==> src/rtl/hack_pkg.sv <==
// Shared Hack definitions: datapath width, ALU control word layout and the
// canonical ALU function encodings used by the CPU decoder and benches.
package hack_pkg;

  localparam int HACK_WIDTH = 16;

  // Field order matches the textual opcode order zx nx zy ny f no (zx = MSB).
  typedef struct packed {
    logic zx;
    logic nx;
    logic zy;
    logic ny;
    logic f;
    logic no;
  } alu_ctrl_t;

  localparam logic [5:0] OP_ZERO     = 6'b101010;
  localparam logic [5:0] OP_ONE      = 6'b111111;
  localparam logic [5:0] OP_NEG_ONE  = 6'b111010;
  localparam logic [5:0] OP_X        = 6'b001100;
  localparam logic [5:0] OP_Y        = 6'b110000;
  localparam logic [5:0] OP_NOT_X    = 6'b001101;
  localparam logic [5:0] OP_NOT_Y    = 6'b110001;
  localparam logic [5:0] OP_NEG_X    = 6'b001111;
  localparam logic [5:0] OP_NEG_Y    = 6'b110011;
  localparam logic [5:0] OP_X_INC    = 6'b011111;
  localparam logic [5:0] OP_Y_INC    = 6'b110111;
  localparam logic [5:0] OP_X_DEC    = 6'b001110;
  localparam logic [5:0] OP_Y_DEC    = 6'b110010;
  localparam logic [5:0] OP_X_ADD_Y  = 6'b000010;
  localparam logic [5:0] OP_X_SUB_Y  = 6'b010011;
  localparam logic [5:0] OP_Y_SUB_X  = 6'b000111;
  localparam logic [5:0] OP_X_AND_Y  = 6'b000000;
  localparam logic [5:0] OP_X_OR_Y   = 6'b010101;

endpackage

==> src/rtl/alu_core.sv <==
// Combinational Hack ALU datapath: operand conditioning, add/and, output
// inversion, and the zero/negative flags.
module alu_core
  import hack_pkg::*;
#(
  parameter int WIDTH = HACK_WIDTH
) (
  input  logic [WIDTH-1:0] x,
  input  logic [WIDTH-1:0] y,
  input  alu_ctrl_t        ctrl,
  output logic [WIDTH-1:0] out,
  output logic             zr,
  output logic             ng
);

  logic [WIDTH-1:0] x1, x2, y1, y2, r;

  always_comb begin
    x1 = ctrl.zx ? '0 : x;
    x2 = ctrl.nx ? ~x1 : x1;
    y1 = ctrl.zy ? '0 : y;
    y2 = ctrl.ny ? ~y1 : y1;
    // Sum is truncated to WIDTH bits; the carry-out is intentionally dropped.
    r   = ctrl.f ? (x2 + y2) : (x2 & y2);
    out = ctrl.no ? ~r : r;
    zr  = ~|out;
    ng  = out[WIDTH-1];
  end

endmodule

==> src/rtl/hack_alu.sv <==
// Hack ALU top: combinational result and flags, plus an enable-loaded
// registered copy for pipelined/debug consumers.
module hack_alu
  import hack_pkg::*;
#(
  parameter int WIDTH = HACK_WIDTH
) (
  input  logic             clk,
  input  logic             reset,
  input  logic [WIDTH-1:0] x,
  input  logic [WIDTH-1:0] y,
  input  logic             zx,
  input  logic             nx,
  input  logic             zy,
  input  logic             ny,
  input  logic             f,
  input  logic             no,
  input  logic             en,
  output logic [WIDTH-1:0] out,
  output logic             zr,
  output logic             ng,
  output logic [WIDTH-1:0] out_q,
  output logic             zr_q,
  output logic             ng_q
);

  alu_ctrl_t        ctrl;
  logic [WIDTH-1:0] out_p1;
  logic             zr_p1;
  logic             ng_p1;

  assign ctrl = '{zx: zx, nx: nx, zy: zy, ny: ny, f: f, no: no};

  alu_core #(.WIDTH(WIDTH)) u_core (
    .x    (x),
    .y    (y),
    .ctrl (ctrl),
    .out  (out),
    .zr   (zr),
    .ng   (ng)
  );

  // Stage p0 -> p1: reset state mirrors a zero result (zr set, ng clear).
  always_ff @(posedge clk) begin
    if (reset) begin
      out_p1 <= '0;
      zr_p1  <= 1'b1;
      ng_p1  <= 1'b0;
    end else if (en) begin
      out_p1 <= out;
      zr_p1  <= zr;
      ng_p1  <= ng;
    end
  end

  assign out_q = out_p1;
  assign zr_q  = zr_p1;
  assign ng_q  = ng_p1;

endmodule

==> config.mk <==
export PLATFORM = sky130hd
export DESIGN_NAME = hack_alu
export DESIGN_NICKNAME = d
export VERILOG_FILES = /design/src/rtl/hack_pkg.sv /design/src/rtl/alu_core.sv /design/src/rtl/hack_alu.sv
export SDC_FILE = /design/constraint.sdc
export NUM_CORES = 1
export LEC_CHECK = 0
export BUFFER_PORTS_ARGS = -buffer_cell sky130_fd_sc_hd__buf_4
export CAP_MARGIN = 20
export CORE_MARGIN = 2
export CORE_UTILIZATION = 40
export DETAILED_ROUTE_END_ITERATION = 8
export PLACE_DENSITY = 0.61
export SLEW_MARGIN = 30
export SYNTH_ARGS = -nofsm -noshare
export SYNTH_HDL_FRONTEND = slang
export SYNTH_HIERARCHICAL = 1
export SYNTH_SLANG_ARGS = --single-unit
==> constraint.sdc <==
create_clock -name clk -period 7.4 [get_ports clk]
set_input_delay 1.11 -clock clk [delete_from_list [all_inputs] [get_ports clk]]
set_output_delay 1.11 -clock clk [all_outputs]
set_load 0.05 [all_outputs]
### Word-level counts from Yosys, hierarchy flattened

Cells that the tools add are included.

* register bits: 18
* output and inout bits: 36
* logic and storage cells: 16

* add/sub/neg operators: 1
* mux-type cells: 6
* bitwise operators: 4
* reductions and logical operators: 2

Operators with widths (count)
* 16-bit two-way mux: 6
* 16-bit inverter: 3
* 16-bit adder: 1
* 16-bit bitwise AND: 1
* 16-bit OR reduction: 1
* 1-bit logical NOT: 1

### Longest topological paths before layout

Gate-level depths: netlist of run 1.

* word-level depth: 9
* gate-level depth with buffers: 14

### By module

Netlist of run 1, hierarchy kept.

By module, submodules not included
* alu_core: times used 1, cells each 246, area an instance 1831.8 um2, sequential area each 0.0 um2
* hack_alu: times used 1, cells each 58, area an instance 650.6 um2, sequential area each 360.3 um2

### Worst setup path before layout of run 1

OpenSTA, ideal clock, no wires.

* kind: in2out
* start point: in ny
* end point: out zr
* arrival time: 5.392 ns
* data required time: 6.290 ns
* setup slack: 0.898 ns
* cell stages on the path: 12
* path buffers: 2
* path through: clkbuf_1 > buf_1 > xnor2_1 > fa_1 > a21o_1 > a211oi_2 > a311o_2 > mux2i_1 > a211oi_2 > xnor2_1 > or4_1 > nor4_2

* longest elaborated chain between the ends: 7
* elaborated cells between the ends (all ways): 8
* classes of those cells: add/sub (1); mux (3); bitwise (2); reduce/logical (2)

Ends and longest elaborated chain
* start: declaration: line hack_alu.sv:15 `input logic ny,`
* 16-bit two-way mux *: line alu_core.sv:22 `y2 = ctrl.ny ? ~y1 : y1;`
* 16-bit adder / 16-bit bitwise AND (equally long branches): line alu_core.sv:24 `r = ctrl.f ? (x2 + y2) : (x2 & y2);`
* 16-bit two-way mux *: line alu_core.sv:24
* 16-bit inverter: line alu_core.sv:25 `out = ctrl.no ? ~r : r;`
* 16-bit two-way mux *: line alu_core.sv:25
* net out[10]: line hack_alu.sv:19 `output logic [WIDTH-1:0] out,`
* 16-bit OR reduction *: line alu_core.sv:26 `zr = ~|out;`
* 1-bit logical NOT *: line alu_core.sv:26
* end: declaration: line hack_alu.sv:20 `output logic zr,`

Mark *: on every way through the listed nets, which the timed path passes. The rest lies on a longest branch.

### Worst setup path after layout of run 1

* start point: in zx
* end point: out zr

* longest elaborated chain between the ends: 9
* elaborated cells between the ends (all ways): 10
* classes of those cells: add/sub (1); mux (4); bitwise (3); reduce/logical (2)

Ends and longest elaborated chain
* start: declaration: line hack_alu.sv:12 `input logic zx,`
* 16-bit two-way mux *: line alu_core.sv:19 `x1 = ctrl.zx ? '0 : x;`
* 16-bit inverter: line alu_core.sv:20 `x2 = ctrl.nx ? ~x1 : x1;`
* 16-bit two-way mux *: line alu_core.sv:20
* 16-bit adder / 16-bit bitwise AND (equally long branches): line alu_core.sv:24
* 16-bit two-way mux *: line alu_core.sv:24
* 16-bit inverter: line alu_core.sv:25
* 16-bit two-way mux *: line alu_core.sv:25
* 16-bit OR reduction *: line alu_core.sv:26
* 1-bit logical NOT *: line alu_core.sv:26

Mark *: on every way between the ends. The rest lies on a longest branch, timed or not.

==> results.ini, run 1 <==
[logic_synthesis]
synth.yosys.warnings=6
largest_family_of_logic_cells_by_synthesized_area=simple AND/OR/NAND/NOR gates
synthAdderAreaFrac=0.08871
synth-async-reset-ratio=0
ys_seq_elements=18
simple_gate_share_of_the_synthesized_area=0.2379
postSynthNetCount=362
post_synth_num_cell_types=51
synth_enable_flop_cells=0
dominantRegCellSynth=dfxtp_1
synth-compound-area-share=0.1754
share_of_the_synthesized_netlist_area_taken_by_xor_and_xnor_gates=0.1835
synth_area_per_cell_um2=8.166
post_synth_instance_area_um2=2482
ys_seq_area_frac=0.1452
synth.area.mux_share=0.1109
syn-instance-count=304

[finish]
final_nets=425
seq_area_um2=360.3
fill_cells=625
footprint_of_the_multi_input_gates_um2=1977
areaGrowthSynthToFinish_pct=23.94
drive_gt1_frac=0.2493
insertedDiodeCount=0

[route]
drc=0
sum_of_routed_wire_length_over_all_layers_mm=5.763
wire_per_inst_um=13.10
final_antenna_net_count=0
routed_via_density=5.107
drt_pre_antenna_iters=4
initialDrtViolationCount=47
route.vias.total=2247

[grt]
top_usage_layer=met2
grt_start_max_net_pins=24
globalRouteMet2Util=0.2839
globalRouteOverflowTotal=0
first_pass_grt_wire_length_mm=9.335
first_global_vias=2071
grt_use_met3=0.006494
grt_util_all_layers=0.1685
antenna_violations_before_repair=0
use_met1=0.2337

[clock_tree]
cts.root.buffer_cell=clkbuf_8
quantity_of_hold_fixing_buffers_added_after_cts=0
cts_buffers=3
cts_sinks=18
cts.clk_slew.worst_paths_ps=60
clock_tree.buffer_depth=2
post_cts.resized_instances=0
tritoncts_clock_tree=yes
htreeDepth=1
postCtsSetupBuffers=0
worst_skew_pair.late_latency_ps=250

[sta]
finalCriticalPeriod_ps=5552
hold-worst-slack_ps=494.7
timing_worst_slew_pin_value_ps=576.8
timing.slew.headroom=0.6127
max_freq_mhz=180.1
final-setup-viol-count=0
finalMaxSlewViolations=0
finalClockSkew_ps=0
final-hold-violation-count=0
grt_setup_unrepaired=false
fin_tns_setup_ps=0
timing.final.crit_share=0.7502

[status]
result_of_the_run=finished clean

[pwr]
totalPowerFinal_w=0.0006933
cellPowerDensity_nw_per_um2=225.3
vdd_ir_drop_max_mv=0.1663
cellLeakagePower_nw=1.341

[die]
design.core.area_um2=5956
initial_core_util=0.4168
pin_count=77
die_width_um=82.78
std_cell_rows=28
chipHeight_um=82.78
floorplan.die_area_um2=6852

[run]
timing.max_cap.violations=0

[setup_path]
critPathLaunchType=input port
required_arrival_time_at_the_worst_endpoint_ps=6290
crit_arrival_ps=4440
timing_worst_setup_path_type=in2out
cp-end-kind=output port
worst-path-max-fanout=16

[worst_hold_path]
class_of_the_tightest_hold_or_removal_check=reg2reg

[place]
gp_congestion=0.8223
port-buffer-count=76
dp_hpwl_mm=4.787

kinds of logic after synthesis:
logic type,after synthesis
simple gates,107
xor+xnor,52
fa+ha+maj,17
mux,27
buf+inv,27
flops,18
compound gates,56
synthesized netlist by cell type, types with 3 or more instances:
library cell  number  area, µm²
and2_1             5      31.28
xnor2_1           52      455.4
a211oi_1           4      30.03
a21o_1             6      45.04
nand4_1            3      18.77
o2bb2ai_1          3      26.28
inv_1              8      30.03
nor2_1            26      97.59
nand2_1           10      37.54
o211ai_1           6      45.04
dfxtp_1           18      360.4
a211o_1            3      26.28
nand2b_1          36      225.2
and3_1             3      18.77
buf_1              3      11.26
ha_1              16      200.2
a31oi_1            5      31.28
mux2i_1           25      250.2
a21oi_1            9      45.04
o21ai_0            7      35.03
nand3_1            6      30.03
clkbuf_1           6      22.52
nor2b_1            4      25.02
buf_2              4      20.02
worst paths after layout:
path	slack [ps]	endpoint	cells past startpoint	start
worst max-delay path	1850	zr	14	zx
worst min-delay path	490	out_q[5]$_SDFFE_PP0P_	2	out_q[5]$_SDFFE_PP0P_
worst max register to register	6640	zr_q$_SDFFE_PP1P_	2	zr_q$_SDFFE_PP1P_
worst min register to register	490	out_q[5]$_SDFFE_PP0P_	2	out_q[5]$_SDFFE_PP0P_
per-stage QoR:
| stage | util | worst slack (ps) | area [µm²] | cells |
|---|---|---|---|---|
| after global routing | 0.5166 | 1623 | 3077 | 440 |
| after CTS | 0.5166 | 1826 | 3077 | 440 |
| after floorplan | - | 897.6 | 2482 | 304 |
| after global placement | 0.5097 | 1879 | 3035 | 437 |
| final | 0.5166 | 1848 | 3077 | 440 |
| after detailed placement | 0.5097 | 1832 | 3035 | 437 |
flip-flops by register name, summed over array words and instances (netlist names):
signal,cells
out_q,16
zr_q,1
ng_q,1
routing by layer:
layer / wire (µm) / vias up / part of all wire
met1: 2872 / 987 / 0.50
met4: 31 / 0 / 0.0054
li1: - / 1193 / -
met3: 302 / 2 / 0.052
met2: 2556 / 65 / 0.44
met5: 0 / - / 0
layout make-up:
class                      instances  area share
sequential                        18      0.1171
multi-input combinational        259      0.6425
timing repair buffer              76      0.1854
tap                               75     0.03050
inverter                           9     0.01098
clock buffer                       3     0.01342
cell usage in the layout, fill, tap and decap left out, types with 2 or more instances in the layout:
cell type and instances:
buf_4 76, xnor2_1 52, nand2b_1 36, nor2_1 26, mux2i_1 25, dfxtp_1 18, ha_1 16, nand2_1 10
a21oi_1 9, inv_1 8, o21ai_0 7, nand3_1 6, a21o_1 6, o211ai_1 6, and2_1 5, a31oi_1 5
nor2b_1 4, a211oi_1 4, a211o_1 3, clkbuf_8 3, and3_1 3, o2bb2ai_1 3, nand4_1 3, a211oi_2 2
o21a_1 2, nor4_1 2, nor3b_1 2, nand3b_1 2, nor3_1 2, or4_1 2
critical path, cell delays in order:
cell and delay (ps):
buf_4 150, nand2b_1 160, xnor2_1 130, ha_1 260, fa_1 440, a21o_1 240, a211oi_2 200, a311o_2 260
mux2i_1 230, a211oi_2 60, xnor2_1 170, or4_1 540, nor4_2 240, buf_4 260
report_power, final:
part	leakage, nW	switching [W]	total [W]	internal [W]
sequential	0.149	0.00000706	0.000118	0.000111
combinational	1.17	0.000324	0.000509	0.000185
clock	0.0216	0.0000302	0.0000663	0.0000361
total	1.34	0.000361	0.000693	0.000332
No activity file was read; power rests on OpenSTA's default activity.
==> run 2, diff against run 1 <==
--- a/config.mk
+++ b/config.mk
@@ -5,12 +5,13 @@
 export SDC_FILE = /design/constraint.sdc
 export NUM_CORES = 1
 export LEC_CHECK = 0
+export ABC_AREA = 1
 export BUFFER_PORTS_ARGS = -buffer_cell sky130_fd_sc_hd__buf_4
 export CAP_MARGIN = 20
 export CORE_MARGIN = 2
 export CORE_UTILIZATION = 40
 export DETAILED_ROUTE_END_ITERATION = 8
-export PLACE_DENSITY = 0.61
+export PLACE_DENSITY = 0.59
 export SLEW_MARGIN = 30
 export SYNTH_ARGS = -nofsm -noshare
 export SYNTH_HDL_FRONTEND = slang
==> constraint.sdc (replaced) <==
create_clock -name clk -period 5.4 [get_ports clk]
set_input_delay 0.81 -clock clk [delete_from_list [all_inputs] [get_ports clk]]
set_output_delay 0.81 -clock clk [all_outputs]
set_load 0.05 [all_outputs]
==> run 2 against run 1 <==
Non-clock buffer count unchanged. Combinational power up 24%. Critical path type unchanged. Via count up 38%. Area after synthesis up 19%. Core utilization down 2.0 points. Clock skew unchanged. Worst hold slack worse by 30 ps. Critical path depth up 6. Total power up 29%. Clock power up 60%. Final area up 16%.
==> results.ini, run 2 <==
[status]
result_of_the_run=finished clean

[sta]
grt_setup_unrepaired=false
timing.final.crit_share=0.8132
max_freq_mhz=227.7
final-setup-viol-count=0
finalMaxSlewViolations=0
final-hold-violation-count=0
finalClockSkew_ps=0
finalCriticalPeriod_ps=4391
hold-worst-slack_ps=464.5
timing_worst_slew_pin_value_ps=532.9
timing.slew.headroom=0.6444
fin_tns_setup_ps=0

[setup_path]
worstRegToRegCells=2
crit_arrival_ps=3580
critPathLaunchType=input port
worst-path-max-fanout=16
cp-end-kind=output port
required_arrival_time_at_the_worst_endpoint_ps=4590
timing_worst_setup_path_type=in2out

[die]
std_cell_rows=31
design.core.area_um2=7176
die_width_um=89.79
pin_count=77
floorplan.die_area_um2=8062
chipHeight_um=89.79
initial_core_util=0.4103

[route]
drt_pre_antenna_iters=4
wire_per_inst_um=10.13
routed_via_density=4.440
drc=0
sum_of_routed_wire_length_over_all_layers_mm=7.061
final_antenna_net_count=0
route.vias.total=3095
initialDrtViolationCount=123

[worst_hold_path]
class_of_the_tightest_hold_or_removal_check=reg2reg
whs_path_depth=2

[logic_synthesis]
post_synth_num_cell_types=27
dominantRegCellSynth=dfxtp_1
synth_largest_type_area_fraction=0.2473
synth_area_leaders=nand2_1, dfxtp_1, inv_1
synth_enable_flop_cells=0
ys_top_cells_by_count=nand2_1, inv_1, nand3_1
syn-instance-count=536
ys_seq_elements=18
synth_top_area_cell=nand2_1
synth.most_common_cell=nand2_1
synth_area_per_cell_um2=5.493
synth.yosys.warnings=6
postSynthNetCount=594
post_synth_instance_area_um2=2944
ys_seq_area_frac=0.1224
synth-async-reset-ratio=0

[clock_tree]
clock_tree.buffer_depth=2
post_cts.resized_instances=0
htreeDepth=1
tritoncts_clock_tree=yes
cts.root.buffer_cell=clkbuf_8
cts.clk_slew.worst_paths_ps=60
worst_skew_pair.late_latency_ps=250
cts_sinks=18
cts_buffers=3
postCtsSetupBuffers=0
quantity_of_hold_fixing_buffers_added_after_cts=0

[grt]
grt_start_max_net_pins=37
first_pass_grt_wire_length_mm=12.44
antenna_violations_before_repair=0
grt_util_all_layers=0.1765
first_global_vias=2850
globalRouteOverflowTotal=0

[place]
port-buffer-count=76
gp_congestion=0.9148
dp_hpwl_mm=5.965

[finish]
layout_common_cells=nand2_1, inv_1, buf_4
final_nets=657
areaGrowthSynthToFinish_pct=21.08
mostFrequentLayoutCell=nand2_1
insertedDiodeCount=0
drive_gt1_frac=0.2207
largest_register_ff_count=16

[pwr]
cellLeakagePower_nw=2.158
vdd_ir_drop_max_mv=0.07989
cellPowerDensity_nw_per_um2=250.3

[run]
timing.max_cap.violations=0

==> run 2: changes by cell type after synthesis, sizes merged, moves of 7 or more <==
cell,previous run,this run
nand2b,36,0
mux2i,26,0
inv,9,99
xor2,0,31
xnor2,52,1
o21ai,7,0
nor2,26,53
nand2,10,215
nand3,6,63
==> run 2: final cells by class <==
type                            count  area, µm²
Multi-Input combinational cell    401       2083
Sequential cell                    18      360.3
Fill cell                         808       3611
Timing Repair Buffer               76      570.5
Inverter                           99      371.6
Clock buffer                        4      55.05
Tap cell                           99      123.9
==> run 2: metrics by stage <==
stage          utilization  setup WS (ps)  power [W]  instances  instance area (µm²)
2_1_floorplan            -          539.4  0.0006438        536                 2944
3_5_place_dp        0.4891          938.7  0.0007903        693                 3510
4_1_cts             0.4968          934.8  0.0008998        697                 3565
3_3_place_gp        0.4891           1003  0.0007838        693                 3510
5_1_grt             0.4968          633.1  0.0009751        697                 3565
6_report            0.4968           1009  0.0008921        697                 3565
==> run 2: routing by layer <==
metal	GRT usage	vias up	wire length, µm
met5	0	-	0
met4	0.04231	0	114
met3	0.01341	8	310
met2	0.3037	80	3141
met1	0.2408	1288	3495
li1	-	1719	-
==> run 2: final timing paths <==
kind                         start                     to  slack (ps)
max reg2reg  out_q[7]$_SDFFE_PP0P_  out_q[7]$_SDFFE_PP0P_        4810
max                             zx                     zr        1010
min reg2reg      zr_q$_SDFFE_PP1P_      zr_q$_SDFFE_PP1P_         460
min              zr_q$_SDFFE_PP1P_      zr_q$_SDFFE_PP1P_         460
==> run 2: critical path: stages <==
cell and delay, ps:
buf_4 110, inv_1 330, nand2_1 120, xnor2_1 150, ha_1 280, fa_1 440, nand3_1 110, nand2_1 80
nand2_1 100, nand2_1 80, nand2_2 80, nand2_1 70, nand2_1 60, nand3_1 60, nand3_1 80, nand2_1 90
nor2_1 90, nand2_1 60, nor2_1 150, buf_4 220
==> run 2: kinds of logic (layout without fill, tap and decap cells) <==
family / count (synthesis) / in the layout / synth area share
AOI/OAI and AO/OA: 12 / 12 / 0.02253
and+or+nand+nor: 340 / 340 / 0.5151
DFF: 18 / 18 / 0.1224
xor gates and xnor gates: 32 / 32 / 0.09520
buffers and inverters: 117 / 179 / 0.1700
adders and majority gates: 17 / 17 / 0.07480
==> run 2: report_power, final <==
group          leakage [nW]  switching [W]  internal (W)
sequential            0.150     0.00000646      0.000146
combinational          1.98       0.000425      0.000208
clock                0.0288      0.0000416     0.0000646
==> run 3, diff against run 2 <==
--- a/config.mk
+++ b/config.mk
@@ -11,7 +11,7 @@
 export CORE_MARGIN = 2
 export CORE_UTILIZATION = 40
 export DETAILED_ROUTE_END_ITERATION = 8
-export PLACE_DENSITY = 0.59
+export PLACE_DENSITY = 0.62
 export SLEW_MARGIN = 30
 export SYNTH_ARGS = -nofsm -noshare
 export SYNTH_HDL_FRONTEND = slang
==> constraint.sdc (replaced) <==
create_clock -name clk -period 3.6 [get_ports clk]
set_input_delay 0.54 -clock clk [delete_from_list [all_inputs] [get_ports clk]]
set_output_delay 0.54 -clock clk [all_outputs]
set_load 0.05 [all_outputs]
==> run 3 against run 2 <==
Sequential share of layout area decreased by 0.76 points. Sequential power increased by 51%. Clock-buffer cell count unchanged. Clock skew unchanged. Via count increased by 3.2%. Register-to-register slack got worse by 1800 ps. Final area increased by 8.1%. Die area unchanged. First-iteration DRC count increased by 15%. Cell count increased by 1.0%. Total power increased by 61%. Clock power increased by 53%.
==> results.ini, run 3 (synthesis gave the netlist of run 2 again) <==
[clock_tree]
cts_sinks=18
cts_buffers=3
tritoncts_clock_tree=yes
cts.clk_slew.worst_paths_ps=60
quantity_of_hold_fixing_buffers_added_after_cts=0
worst_skew_pair.late_latency_ps=250
clock_tree.buffer_depth=2
cts.root.buffer_cell=clkbuf_8
htreeDepth=1

[grt]
grt_start_max_net_pins=37
antenna_violations_before_repair=0
top_usage_layer=met2
use_met1=0.2379
grt_util_all_layers=0.1759
grt_use_met3=0.01760
first_pass_grt_wire_length_mm=12.51
globalRouteOverflowTotal=0
globalRouteMet2Util=0.3024
first_global_vias=2872

[finish]
drive_gt1_frac=0.2942
final_nets=664
final_cells=704
seq_area_um2=360.3
areaGrowthSynthToFinish_pct=30.94
mostFrequentLayoutCell=nand2_1
footprint_of_the_multi_input_gates_um2=2278
design_area_final_um2=3855
layout_common_cells=nand2_1, inv_1, buf_4
insertedDiodeCount=0
largest_register_ff_count=16
fill_cells=764

[sta]
finalMaxSlewViolations=0
final-hold-violation-count=0
final-setup-viol-count=0
max_freq_mhz=296.6
timing.final.crit_share=0.9365
finalClockSkew_ps=0
final.setup.worst_slack_ps=228.5
hold-worst-slack_ps=467.2
timing_worst_slew_pin_value_ps=541.8
finalCriticalPeriod_ps=3371
timing.slew.headroom=0.6384

[run]
timing.max_cap.violations=0

[route]
sum_of_routed_wire_length_over_all_layers_mm=7.450
drt_pre_antenna_iters=5
wire_per_inst_um=10.58
route.vias.total=3193
drc=0
initialDrtViolationCount=141
routed_via_density=4.536
final_antenna_net_count=0

[setup_path]
timing_worst_setup_path_type=in2out
worst-path-max-fanout=4
critPathLaunchType=input port
cp-end-kind=output port
crit_arrival_ps=2830
required_arrival_time_at_the_worst_endpoint_ps=3060

[place]
port-buffer-count=76
post-place-cells=699
dpl_cell_area_um2=3610
gp_congestion=0.9053
detailedPlace.worstSlack_ps=28.68
dp_hpwl_mm=5.935

[worst_hold_path]
class_of_the_tightest_hold_or_removal_check=reg2reg

[pwr]
switching_share=0.5249
pwr-share-seq=0.160
total_internal_power_w=0.0006811
cellPowerDensity_nw_per_um2=371.8
pwr-share-comb=0.727
totalPowerFinal_w=0.001433
switching_power_w=0.0007523
cellLeakagePower_nw=2.211
power.clock.fraction=0.113
vdd_ir_drop_max_mv=0.1251

[status]
result_of_the_run=finished clean

[die]
floorplan.die_area_um2=8062
initial_core_util=0.4103
chipHeight_um=89.79
std_cell_rows=31
die_width_um=89.79
design.core.area_um2=7176
pin_count=77

[run 3: changes by cell type in the layout (fill, tap and decap cells not counted), moves of 4 or more]
cell,previous run,this run
nand2_1,194,181
ha_1,16,5
nand2_2,21,32
ha_4,0,7
a21oi_1,10,6
a21oi_2,1,5
ha_2,0,4
nor2_1,39,35
[run 3: metal layers]
layer | wire (µm) | share of wire
met3 | 356 | 0.048
met4 | 80 | 0.011
met5 | 0 | 0
met2 | 3351 | 0.45
met1 | 3661 | 0.49
[run 3: stage by stage]
step / TNS, ps / utilization
3_3_place_gp: 0 / 0.5031
2_1_floorplan: 0 / -
6_report: 0 / 0.5372
5_1_grt: -9.003 / 0.5372
4_1_cts: 0 / 0.5107
3_5_place_dp: 0 / 0.5031
[run 3: worst paths after layout]
kind | from | end | slack [ps] | depth (start not counted)
worst max register to register | out_q[7]$_SDFFE_PP0P_ | out_q[7]$_SDFFE_PP0P_ | 3020 | 2
worst min-delay path | zr_q$_SDFFE_PP1P_ | zr_q$_SDFFE_PP1P_ | 470 | 2
worst max-delay path | zy | zr | 230 | 20
worst min register to register | zr_q$_SDFFE_PP1P_ | zr_q$_SDFFE_PP1P_ | 470 | 2
[run 3: critical path, cell delays in order]
cell and delay (ps):
buf_4 120, inv_4 60, nand2_2 50, xor2_1 140, inv_1 80, ha_4 160, fa_2 520, nand2_2 50
nand2_1 60, nand2_1 60, nand2_2 80, nand2_2 60, nor2_2 80, nand3_1 80, nor2_1 120, nand3_1 90
nor2_2 130, nand3_2 90, nor2_4 120, buf_8 150
[run 3: power by group through the flow]
stage	Clock [W]	Sequential [W]	Combinational (W)
after detailed placement	0	0.000233	0.000971
after global placement	0	0.000233	0.000965
after global routing	0.000172	0.000232	0.00115
after CTS	0.000166	0.000229	0.000975
final	0.000162	0.000229	0.00104
after floorplan	0	0.000300	0.000676
[run 3: final cells by class]
class                           count  area share
Inverter                           99     0.09705
Sequential cell                    18     0.09348
Multi-Input combinational cell    401      0.5910
Clock buffer                        4     0.01428
Timing Repair Buffer               83      0.1720
Tap cell                           99     0.03213
[run 3: timing repair]
| action | 4_1_cts | 5_1_grt |
|---|---|---|
| resized for setup | 0 | 43 |
| buffers inserted | 0 | 1 |
| endpoints found under the setup margin | 0 | 4 |
